File: src/rtl/shape_pixel_renderer.sv
// Tetromino pixel renderer: classifies a raster pixel as piece interior,
// piece border or ghost, with double-buffered coordinates and blink.
module shape_pixel_renderer #(
   parameter int CELLS        = 4,
   parameter int COORD_W      = 5,
   parameter int CELL_PX      = 24,
   parameter int BORDER_PX    = 2,
   parameter int X_OFFSET     = 200,
   parameter int Y_OFFSET     = 0,
   parameter int BLINK_FRAMES = 8
) (
   input  logic                     Clk,
   input  logic                     Reset,
   input  logic [9:0]               DrawX,
   input  logic [9:0]               DrawY,
   input  logic                     pix_valid,
   input  logic                     frame_start,
   input  logic                     load,
   input  logic [CELLS*COORD_W-1:0] x_in,
   input  logic [CELLS*COORD_W-1:0] y_in,
   input  logic                     ghost_en,
   input  logic [COORD_W-1:0]       ghost_dy,
   input  logic                     blink_en,
   output logic                     is_shape,
   output logic                     is_boundary,
   output logic                     is_ghost,
   output logic                     out_valid
);

   localparam logic [11:0] XO = 12'(X_OFFSET);
   localparam logic [11:0] YO = 12'(Y_OFFSET);
   localparam logic [11:0] CP = 12'(CELL_PX);
   localparam logic [11:0] BP = 12'(BORDER_PX);
   localparam int          CNT_W = $clog2(BLINK_FRAMES + 1);
   localparam logic [CNT_W-1:0] CNT_MAX = CNT_W'(BLINK_FRAMES - 1);

   logic [CELLS*COORD_W-1:0] act_x, act_y, shd_x, shd_y;
   logic                     pending, shown;
   logic [CNT_W-1:0]         cnt;
   logic                     phase;

   logic [11:0]      dx, dy, rx, ry;
   logic             x_ok, y_ok;
   logic [CELLS-1:0] hit_c, int_c, gh_c;

   logic [CELLS-1:0] hit1, int1, gh1;
   logic             v1, shown1, ph1;
   logic             show;

   function automatic logic span_hit(input logic [11:0] r,
                                     input logic [11:0] c);
      logic [11:0] lo;
      lo = c * CP;
      return (r >= lo) && (r < lo + CP);
   endfunction

   function automatic logic span_in(input logic [11:0] r,
                                    input logic [11:0] c);
      logic [11:0] lo;
      lo = c * CP;
      return (r >= lo + BP) && (r < lo + CP - BP);
   endfunction

   // Simultaneous load+frame_start bypasses the shadow buffer.
   always_ff @(posedge Clk or negedge Reset) begin
      if (!Reset) begin
         act_x   <= '0;
         act_y   <= '0;
         shd_x   <= '0;
         shd_y   <= '0;
         pending <= 1'b0;
         shown   <= 1'b0;
      end else if (load && frame_start) begin
         act_x   <= x_in;
         act_y   <= y_in;
         pending <= 1'b0;
         shown   <= 1'b1;
      end else if (load) begin
         shd_x   <= x_in;
         shd_y   <= y_in;
         pending <= 1'b1;
      end else if (frame_start && pending) begin
         act_x   <= shd_x;
         act_y   <= shd_y;
         pending <= 1'b0;
         shown   <= 1'b1;
      end
   end

   always_ff @(posedge Clk or negedge Reset) begin
      if (!Reset) begin
         cnt   <= '0;
         phase <= 1'b0;
      end else if (!blink_en) begin
         cnt   <= '0;
         phase <= 1'b0;
      end else if (frame_start) begin
         if (cnt == CNT_MAX) begin
            cnt   <= '0;
            phase <= ~phase;
         end else begin
            cnt <= cnt + 1'b1;
         end
      end
   end

   assign dx   = {2'b00, DrawX};
   assign dy   = {2'b00, DrawY};
   assign x_ok = dx >= XO;
   assign y_ok = dy >= YO;
   assign rx   = dx - XO;
   assign ry   = dy - YO;

   for (genvar i = 0; i < CELLS; i++) begin : g_cell
      logic [11:0] cx, cy, gy;
      assign cx = 12'(act_x[i*COORD_W +: COORD_W]);
      assign cy = 12'(act_y[i*COORD_W +: COORD_W]);
      assign gy = cy + 12'(ghost_dy);
      assign hit_c[i] = x_ok & y_ok & span_hit(rx, cx) & span_hit(ry, cy);
      assign int_c[i] = x_ok & y_ok & span_in(rx, cx) & span_in(ry, cy);
      assign gh_c[i]  = ghost_en & x_ok & y_ok
                      & span_hit(rx, cx) & span_hit(ry, gy);
   end

   always_ff @(posedge Clk or negedge Reset) begin
      if (!Reset) begin
         hit1   <= '0;
         int1   <= '0;
         gh1    <= '0;
         v1     <= 1'b0;
         shown1 <= 1'b0;
         ph1    <= 1'b0;
      end else begin
         hit1   <= hit_c;
         int1   <= int_c;
         gh1    <= gh_c;
         v1     <= pix_valid;
         shown1 <= shown;
         ph1    <= phase;
      end
   end

   assign show = v1 & shown1 & ~ph1;

   always_ff @(posedge Clk or negedge Reset) begin
      if (!Reset) begin
         is_shape    <= 1'b0;
         is_boundary <= 1'b0;
         is_ghost    <= 1'b0;
         out_valid   <= 1'b0;
      end else begin
         is_shape    <= show & (|int1);
         is_boundary <= show & (|hit1) & ~(|int1);
         is_ghost    <= show & (|gh1) & ~(|hit1);
         out_valid   <= v1;
      end
   end

endmodule

File: config.mk
export PLATFORM = sky130hd
export DESIGN_NAME = shape_pixel_renderer
export DESIGN_NICKNAME = d
export VERILOG_FILES = /design/src/rtl/shape_pixel_renderer.sv
export SDC_FILE = /design/constraint.sdc
export NUM_CORES = 1
export LEC_CHECK = 0
export BUFFER_PORTS_ARGS = -buffer_cell sky130_fd_sc_hd__buf_4
export CAP_MARGIN = 20
export CORE_ASPECT_RATIO = 0.7
export CORE_MARGIN = 8
export CORE_UTILIZATION = 60
export CTS_BUF_LIST = sky130_fd_sc_hd__clkbuf_8
export CTS_CLUSTER_DIAMETER = 60
export CTS_CLUSTER_SIZE = 10
export DETAILED_ROUTE_END_ITERATION = 16
export PLACE_DENSITY = 0.78
export SLEW_MARGIN = 20
export SYNTH_ARGS = -nofsm -noshare
export SYNTH_HDL_FRONTEND = slang
export SYNTH_SLANG_ARGS = --single-unit
File: constraint.sdc
create_clock -name Clk -period 7 [get_ports Clk]
set_input_delay 1.75 -clock Clk [delete_from_list [all_inputs] [get_ports Clk]]
set_output_delay 1.75 -clock Clk [all_outputs]
set_load 0.1 [all_outputs]
==> impl_metrics.yaml, run 1 <==
outcome:
  status: "completed"
floorplanning:
  die_w_um: 203
  initial_utilization_pct: 60.4
  io_pins: 76
  rows: 48
  core_area_sq_um: 24400
  die_area_sq_um: 29900
  die_h_um: 147
finish:
  antenna_cells: 0
  drive_gt1_share_pct: 10.1
  fillers: 2060
  area_growth_pct: 7.67
  post-route-util_pct: 65.0
  nNetsFinal: 2139
yosys:
  yosysWarnings: 0
  async_flop_share_pct: 100
  synth.cell_area_sq_um: 14700
  synth-main-ff-cell: "dfrtp_1"
  yosysSeqAreaShare_pct: 18.0
  synth_cells: 1648
  syn_area_per_cell_sq_um: 8.94
  synth_edf_count: 0
  synth_nets: 2075
  synth_cell_types: 74
  ys_seq_elements: 106
detailed_routing:
  postRouteAntennaNets: 0
  drtIter0Drc: 909
  drc_errors: 0
  drt-total-wl_um: 38500
  num_vias: 12536
  firstDrtPassIters: 5
  routedWlPerCell_um: 18.9
  viasPerCell: 6.14
critical_path:
  worstSetupPathType: "in -> reg"
  end_kind: "flip-flop"
  critPathRequiredTime_ns: 7.27
  crit_fanout: 5
  start_kind: "primary input"
  crit_arrival_ns: 5.32
hold_path:
  hp-class: "reg -> reg"
global_routing:
  use_met1_pct: 36.5
  grt_max_degree: 72
  grt_usage_pct: 25.2
  antenna_found_initial: 0
  grt_pass1_wl_um: 62300
  grt_overflow: 0
  met2_usage_pct: 38.5
  grt_pass1_vias: 12327
  grt_util_met3_pct: 3.81
  grt.busiest_layer: "met2"
power:
  combPwrFrac_pct: 76.4
  p_leak_nw: 7.69
  switching_share_pct: 50.1
  power.density_nw_per_um2: 321
  p_total_mw: 5.08
  switchingPower_mw: 2.54
  p_int_mw: 2.54
  peakVddDrop_uv: 148
  p_clk_share_pct: 7.3
  seq_power_share_pct: 16.3
timing:
  setup_viol: 0
  finalCriticalPeriod_ns: 5.05
  slew_headroom_pct: 40.4
  fin_setup_tns_ns: 0
  grt_setup_unrepaired: "false"
  worst_pin_slew_ns: 0.889
  fin_crit_sh_pct: 72.1
  slew_viol_final: 0
  fin_ws_ns: 1.95
  fmax_ghz: 0.198
  hold_violations: 0
  clock_skew_ns: 0.0220
placed_design:
  place_ws_ns: 1.58
  port_buffers: 75
  place.gp.congestion: 0.890
  dpl.hpwl_um: 30100
clock_tree:
  clock-root-buffer: "clkbuf_8"
  cts_sinks: 106
  cts_tree: "built"
  cts_setup_buffers: 0
  path_clk_slew_ns: 0.11
  numCtsBuffers: 9
  clk_latency_ns: 0.39
  cts_resized: 0
  cts_max_level: 3
  clockBufferDepth: 2
  hold_buffers: 0
run:
  drv_cap: 0
cells by family after synthesis:
family | after synthesis | share of synthesized area (%)
buf+inv | 130 | 3.32
flops | 106 | 18.0
fa+ha+maj | 355 | 31.0
simple gates | 424 | 15.0
mux | 45 | 3.40
xor+xnor | 163 | 10.0
compound gates | 425 | 19.3
registers in the layout, indices dropped and copies added, names as in the netlist:
name         flops
int1             4
out_valid        1
v1               1
act_x           20
is_shape         1
hit1             4
ph1              1
shown            1
is_boundary      1
gh1              4
shd_x           20
act_y           20
is_ghost         1
shd_y           20
pending          1
cnt              4
phase            1
shown1           1
routing by layer:
layer	routed length, um	up-vias	share of wire [%]
met2	16500	360	43
met3	2330	54	6.1
met5	0	-	0
li1	-	6103	-
met1	18900	6019	49
met4	751	0	2.0
worst max-delay path, stage by stage:
cell	delay [ns]
buf_4	0.13
inv_1	0.18
fa_1	0.60
inv_1	0.10
ha_1	0.24
fa_1	0.41
a21o_1	0.17
a21oi_1	0.22
xor2_1	0.31
ha_1	0.23
o21a_1	0.12
nor2_1	0.03
or4_1	0.48
a2111oi_2	0.35
synth_stat cells (3+ instances only):
library cell | count | share of area (%)
a21oi_1 | 109 | 3.7
a22o_1 | 62 | 3.7
a2111oi_0 | 3 | 0.18
nor2_1 | 71 | 1.8
nor2b_1 | 41 | 1.7
o31ai_1 | 3 | 0.15
mux2_2 | 40 | 3.1
nand3_1 | 34 | 1.2
o21ai_0 | 86 | 2.9
a21o_1 | 46 | 2.3
o21a_1 | 24 | 1.2
nor3_1 | 39 | 1.3
clkbuf_1 | 28 | 0.71
ha_1 | 339 | 29
inv_1 | 99 | 2.5
nand3b_1 | 25 | 1.3
xor2_1 | 68 | 4.0
or3_1 | 11 | 0.47
and3_1 | 8 | 0.34
xnor2_1 | 91 | 5.4
a21boi_0 | 7 | 0.36
and2_1 | 4 | 0.17
nand2_1 | 109 | 2.8
o22ai_1 | 4 | 0.17
a211oi_1 | 14 | 0.71
and4b_1 | 4 | 0.27
or4_1 | 4 | 0.20
nor4_1 | 14 | 0.59
or2_2 | 10 | 0.42
fa_1 | 16 | 2.2
nand2b_1 | 24 | 1.0
nand4_1 | 11 | 0.47
nor3b_1 | 6 | 0.31
o21bai_1 | 17 | 0.87
a31oi_1 | 9 | 0.38
o211ai_1 | 8 | 0.41
mux2i_1 | 5 | 0.34
dfrtp_1 | 106 | 18
layout make-up:
class | instances | area [sq um] | area share, %
Inverter | 100 | 375 | 2.37
Timing Repair Buffer | 83 | 636 | 4.01
Clock buffer | 9 | 124 | 0.781
Multi-Input combinational cell | 1412 | 11600 | 73.2
Sequential cell | 106 | 2650 | 16.7
Clock inverter | 6 | 51.3 | 0.323
Tap cell | 325 | 407 | 2.56
power groups by stage:
stage	registers [mW]	clock network, mW	logic [mW]
floorplan	0.818	0	2.97
global route	0.839	0.396	4.39
CTS	0.824	0.378	3.85
finish	0.828	0.374	3.88
detailed placement	0.836	0	3.82
global placement	0.831	0	3.62
metrics by stage:
| step | cell area (sq um) | hold WS (ns) | std cells |
|---|---|---|---|
| after floorplan | 14700 | 0.346 | 1648 |
| after global placement | 15700 | 0.350 | 2025 |
| after detailed placement | 15700 | 0.362 | 2025 |
| after CTS | 15800 | 0.386 | 2040 |
| after global routing | 15900 | 0.409 | 2041 |
| final | 15900 | 0.382 | 2041 |
layout by cell type (no fill, tap or decap), drive strengths merged, types with 69 or more instances in the layout:
| cell | count |
|---|---|
| dfrtp | 106 |
| nor2 | 72 |
| xor2 | 69 |
| xnor2 | 94 |
| inv | 102 |
| o21ai | 89 |
| ha | 339 |
| nand2 | 109 |
| a21oi | 111 |
| buf | 83 |
worst paths after layout:
kind	end	from	slack, ns	cells past startpoint
worst min-delay path	shown1	shown	0.38	0
worst max register to register	int1[2]	act_x[10]	2.58	15
min in group asynchronous	int1[3]	Reset	1.35	1
worst min register to register	shown1	shown	0.38	0
max in group asynchronous	act_x[3]	Reset	4.34	2
worst max-delay path	gh1[3]	ghost_dy[1]	1.95	14
Power figures use the tool's default switching activity.
==> run 2: changes to the inputs <==
==> constraint.sdc (replaced) <==
create_clock -name Clk -period 4.7 [get_ports Clk]
set_input_delay 1.175 -clock Clk [delete_from_list [all_inputs] [get_ports Clk]]
set_output_delay 1.175 -clock Clk [all_outputs]
set_load 0.1 [all_outputs]
==> impl_metrics.yaml, run 2 (synthesized netlist as in run 1, its figures left out) <==
global_routing:
  antenna_found_initial: 0
  grt_max_degree: 71
  grt_usage_pct: 25.2
  grt_pass1_vias: 12062
  grt_pass1_wl_um: 61900
  grt_overflow: 0
clock_tree:
  cts_setup_buffers: 0
  cts_sinks: 106
  path_clk_slew_ns: 0.12
  hold_buffers: 0
  cts_max_level: 3
  clock-root-buffer: "clkbuf_8"
  numCtsBuffers: 9
  cts_resized: 0
  clockBufferDepth: 2
  clk_latency_ns: 0.42
  cts_tree: "built"
timing:
  hold_violations: 0
  setup_viol: 0
  fmax_ghz: 0.229
  worst_pin_slew_ns: 0.915
  clock_skew_ns: 0.0300
  slew_headroom_pct: 39.0
  finalCriticalPeriod_ns: 4.36
  grt_setup_unrepaired: "false"
  fin_ws_ns: 0.343
  slew_viol_final: 0
  fin_crit_sh_pct: 92.7
  fin_setup_tns_ns: 0
finish:
  final_cell_mix: "ha_1, a21oi_1, nand2_1"
  layout_commonest_cell: "ha_1"
  stdcell_area_sq_um: 16000
  antenna_cells: 0
  area_growth_pct: 8.79
  post-route-util_pct: 65.7
  drive_gt1_share_pct: 11.1
  nNetsFinal: 2159
detailed_routing:
  drtIter0Drc: 933
  drc_errors: 0
  num_vias: 12509
  drt-total-wl_um: 38200
  routedWlPerCell_um: 18.5
  postRouteAntennaNets: 0
  firstDrtPassIters: 5
  viasPerCell: 6.07
run:
  drv_cap: 0
placed_design:
  place.gp.congestion: 0.926
  place_ws_ns: -0.0523
  post_dp_cell_area_sq_um: 15800
  dpl.hpwl_um: 30700
  port_buffers: 75
critical_path:
  worstSetupPathType: "in -> reg"
  reg2reg_from: "act_y[0]"
  path_cells: "buf_4 -> inv_1 -> fa_1 -> inv_1 -> ha_1 -> fa_1 -> a21o_1 -> a21oi_1 -> xor2_1 -> xnor2_1 -> ha_1 -> o211ai_1 -> a21boi_0 -> o22ai_1 -> nor3b_1"
  crit_arrival_ns: 4.62
  start_kind: "primary input"
  cpPeakStageDelay_ns: 0.61
  crit_fanout: 5
  slowest_stage: "fa_1"
  end_kind: "flip-flop"
  reg2reg_slack_ns: 0.47
  critPathRequiredTime_ns: 4.97
  r2r_cells: 16
  reg2reg_to: "gh1[0]"
floorplanning:
  io_pins: 76
  initial_utilization_pct: 60.4
  die_w_um: 203
  rows: 48
  core_area_sq_um: 24400
  die_area_sq_um: 29900
  die_h_um: 147
outcome:
  status: "completed"
hold_path:
  hp-class: "reg -> reg"
  hold_depth: 0
  min_to: "shown1"
  holdCritStartpoint: "shown"
power:
  p_leak_nw: 7.79
  power.density_nw_per_um2: 482
  p_total_mw: 7.73
  peakVddDrop_uv: 254
## run 2: cell count changes in the layout (fill, tap and decap cells not counted), sizes merged
cell	delta
clkinv	-2
buf	+20
inv	+3
## run 2: worst max-delay path by stage
stage                  end  cells after the start        start  slack (ns)
global route        gh1[0]                     16  ghost_dy[1]        0.14
floorplan           gh1[3]                     14  ghost_dy[0]        0.27
finish              gh1[2]                     15  ghost_dy[1]        0.34
detailed placement  gh1[1]                     15  ghost_dy[1]       -0.05
CTS                 gh1[0]                     16  ghost_dy[1]        0.41
global placement    gh1[3]                     14  ghost_dy[1]        0.09
## run 2: worst max-delay path, delay by kind of cell
kind,cells,cell delay (ns)
AO/OA/AOI/OAI,5,0.80
XOR/XNOR,2,0.50
adder cells (fa/ha/maj),4,1.61
buffers and inverters,3,0.39
AND/OR/NAND/NOR,1,0.15
## run 2: per-layer routing
layer | wire length [um] | track usage (%)
met3 | 2740 | 4.38
met2 | 15800 | 37.7
met1 | 19000 | 37.1
met5 | 0 | 0
met4 | 690 | 5.79
## run 2: power by group
group          switching, mW  leakage (nW)  total [mW]  internal, mW
clock                  0.417         0.108       0.642         0.224
combinational           3.28          6.37        5.88          2.60
sequential             0.169          1.31        1.21          1.04
## run 2: cell type report
cell class                      instances  area (sq um)
Sequential cell                       106          2650
Clock buffer                            9           124
Inverter                              100           375
Timing Repair Buffer                  103           773
Tap cell                              325           407
Multi-Input combinational cell       1412         11600
Fill cell                            2052          8360
Clock inverter                          7          93.8
## run 2: per-stage QoR
| stage | hold slack [ns] | instances |
|---|---|---|
| 2_1_floorplan | 0.346 | 1648 |
| 3_3_place_gp | 0.359 | 2046 |
| 3_5_place_dp | 0.368 | 2046 |
| 4_1_cts | 0.397 | 2062 |
| 5_1_grt | 0.417 | 2062 |
| 6_report | 0.397 | 2062 |
==> run 3: changes to the inputs <==
--- a/config.mk
+++ b/config.mk
@@ -9,12 +9,12 @@
 export CAP_MARGIN = 20
 export CORE_ASPECT_RATIO = 0.7
 export CORE_MARGIN = 8
-export CORE_UTILIZATION = 60
+export CORE_UTILIZATION = 25
 export CTS_BUF_LIST = sky130_fd_sc_hd__clkbuf_8
 export CTS_CLUSTER_DIAMETER = 60
 export CTS_CLUSTER_SIZE = 10
 export DETAILED_ROUTE_END_ITERATION = 16
-export PLACE_DENSITY = 0.78
+export PLACE_DENSITY = 0.39
 export SLEW_MARGIN = 20
 export SYNTH_ARGS = -nofsm -noshare
 export SYNTH_HDL_FRONTEND = slang
==> impl_metrics.yaml, run 3 (synthesized netlist as in run 1, its figures left out) <==
outcome:
  status: "completed"
timing:
  slew_headroom_pct: 40.9
  grt_setup_unrepaired: "false"
  fin_crit_sh_pct: 91.1
  setup_viol: 0
  hold_slack_ns: 0.398
  fmax_ghz: 0.234
  finalCriticalPeriod_ns: 4.28
  worst_pin_slew_ns: 0.883
  clock_skew_ns: 0.0246
  slew_viol_final: 0
  hold_violations: 0
detailed_routing:
  drc_errors: 0
  firstDrtPassIters: 4
  viasPerCell: 4.80
  drt-total-wl_um: 46600
  routedWlPerCell_um: 18.6
  num_vias: 12054
  drtIter0Drc: 530
  postRouteAntennaNets: 0
critical_path:
  crit_fanout: 4
  start_kind: "primary input"
  critPathLaunch: "ghost_dy[0]"
  crit_arrival_ns: 4.64
  critPathRequiredTime_ns: 5.06
  critPathTopFamily: "adder cells"
  cpPeakStageDelay_ns: 0.51
  slowest_stage: "fa_1"
  worstSetupPathType: "in -> reg"
  path_buf_inv: 3
  end_kind: "flip-flop"
  cp_common_cell: "ha_1"
  path_cells: "buf_4 -> ha_1 -> inv_1 -> fa_1 -> inv_1 -> ha_1 -> fa_1 -> a21o_1 -> a21oi_1 -> xor2_1 -> xnor2_1 -> ha_1 -> a21oi_1 -> o21ai_0 -> a21o_1 -> a211oi_1"
  reg2reg_from: "act_y[5]"
finish:
  post-route-util_pct: 28.6
  final_cell_mix: "ha_1, buf_4, a21oi_1, nand2_1, dfrtp_1"
  area_growth_pct: 13.4
  drive_gt1_share_pct: 11.9
  nNetsFinal: 2175
  regArea_sq_um: 2650
  antenna_cells: 0
  fillers: 6217
  layout_commonest_cell: "ha_1"
  multiInputGateArea_sq_um: 11600
floorplanning:
  die_w_um: 306
  initial_utilization_pct: 25.3
  die_area_sq_um: 67100
  core_area_sq_um: 58300
  die_h_um: 219
  io_pins: 76
  rows: 74
clock_tree:
  clock-root-buffer: "clkbuf_8"
  path_clk_slew_ns: 0.14
  cts_resized: 0
  clockBufferDepth: 2
  cts_max_level: 3
  numCtsBuffers: 9
  hold_buffers: 0
  cts_setup_buffers: 0
  cts_sinks: 106
  clk_latency_ns: 0.44
  cts_tree: "built"
placed_design:
  place.gp.congestion: 0.815
  port_buffers: 75
  dpl.hpwl_um: 37400
global_routing:
  grt_usage_pct: 13.8
  grt_pass1_vias: 11940
  grt_pass1_wl_um: 72000
  grt_max_degree: 60
  antenna_found_initial: 1
  grt_overflow: 0
power:
  p_leak_nw: 7.87
  power.density_nw_per_um2: 471
  peakVddDrop_uv: 150
run:
  drv_cap: 0
hold_path:
  holdCritStartpoint: "shown"
  hp-class: "reg -> reg"
==> run 3: changes by cell type in the layout (fill, tap and decap cells not counted), sizes merged <==
cell / previous run / this run
inv: 105 / 103
bufinv: 0 / 1
clkbuf: 9 / 10
buf: 103 / 119
==> run 3: layer usage <==
layer	vias to the layer above	global-route usage, %	wire, um
met2	146	19.2	18000
met5	-	0	0
met3	24	1.87	1450
met4	0	2.50	524
li1	6184	-	-
met1	5700	22.0	26600
==> run 3: layout make-up <==
class                           count  share of cell area [%]
Inverter                          100                    2.25
Tap cell                          760                    5.70
Timing Repair Buffer              119                    5.35
Clock inverter                      6                   0.487
Multi-Input combinational cell   1412                    69.5
Clock buffer                       10                   0.824
Sequential cell                   106                    15.9
==> run 3: worst paths after layout <==
path | to | slack, ns | cells after the start
max | gh1[1] | 0.42 | 16
min | shown1 | 0.40 | 0
max reg2reg | gh1[1] | 0.52 | 15
min reg2reg | shown1 | 0.40 | 0
max in group asynchronous | act_x[10] | 2.94 | 2
min in group asynchronous | shd_x[19] | 0.82 | 1
==> run 3: power by group <==
group	switching [mW]	total, mW	internal, mW
Clock	0.413	0.686	0.273
Combinational	3.34	5.97	2.63
Sequential	0.174	1.22	1.04
==> run 3: metrics by stage <==
step,power (mW),instances,area (sq um),setup TNS (ns),worst slack [ns]
floorplan,5.64,1648,14700,0,0.273
global route,8.84,2513,16700,0,0.160
CTS,7.97,2513,16700,0,0.474
finish,7.87,2513,16700,0,0.418
global placement,7.13,2497,16500,0,0.0330
detailed placement,7.21,2497,16500,-0.0810,-0.0551
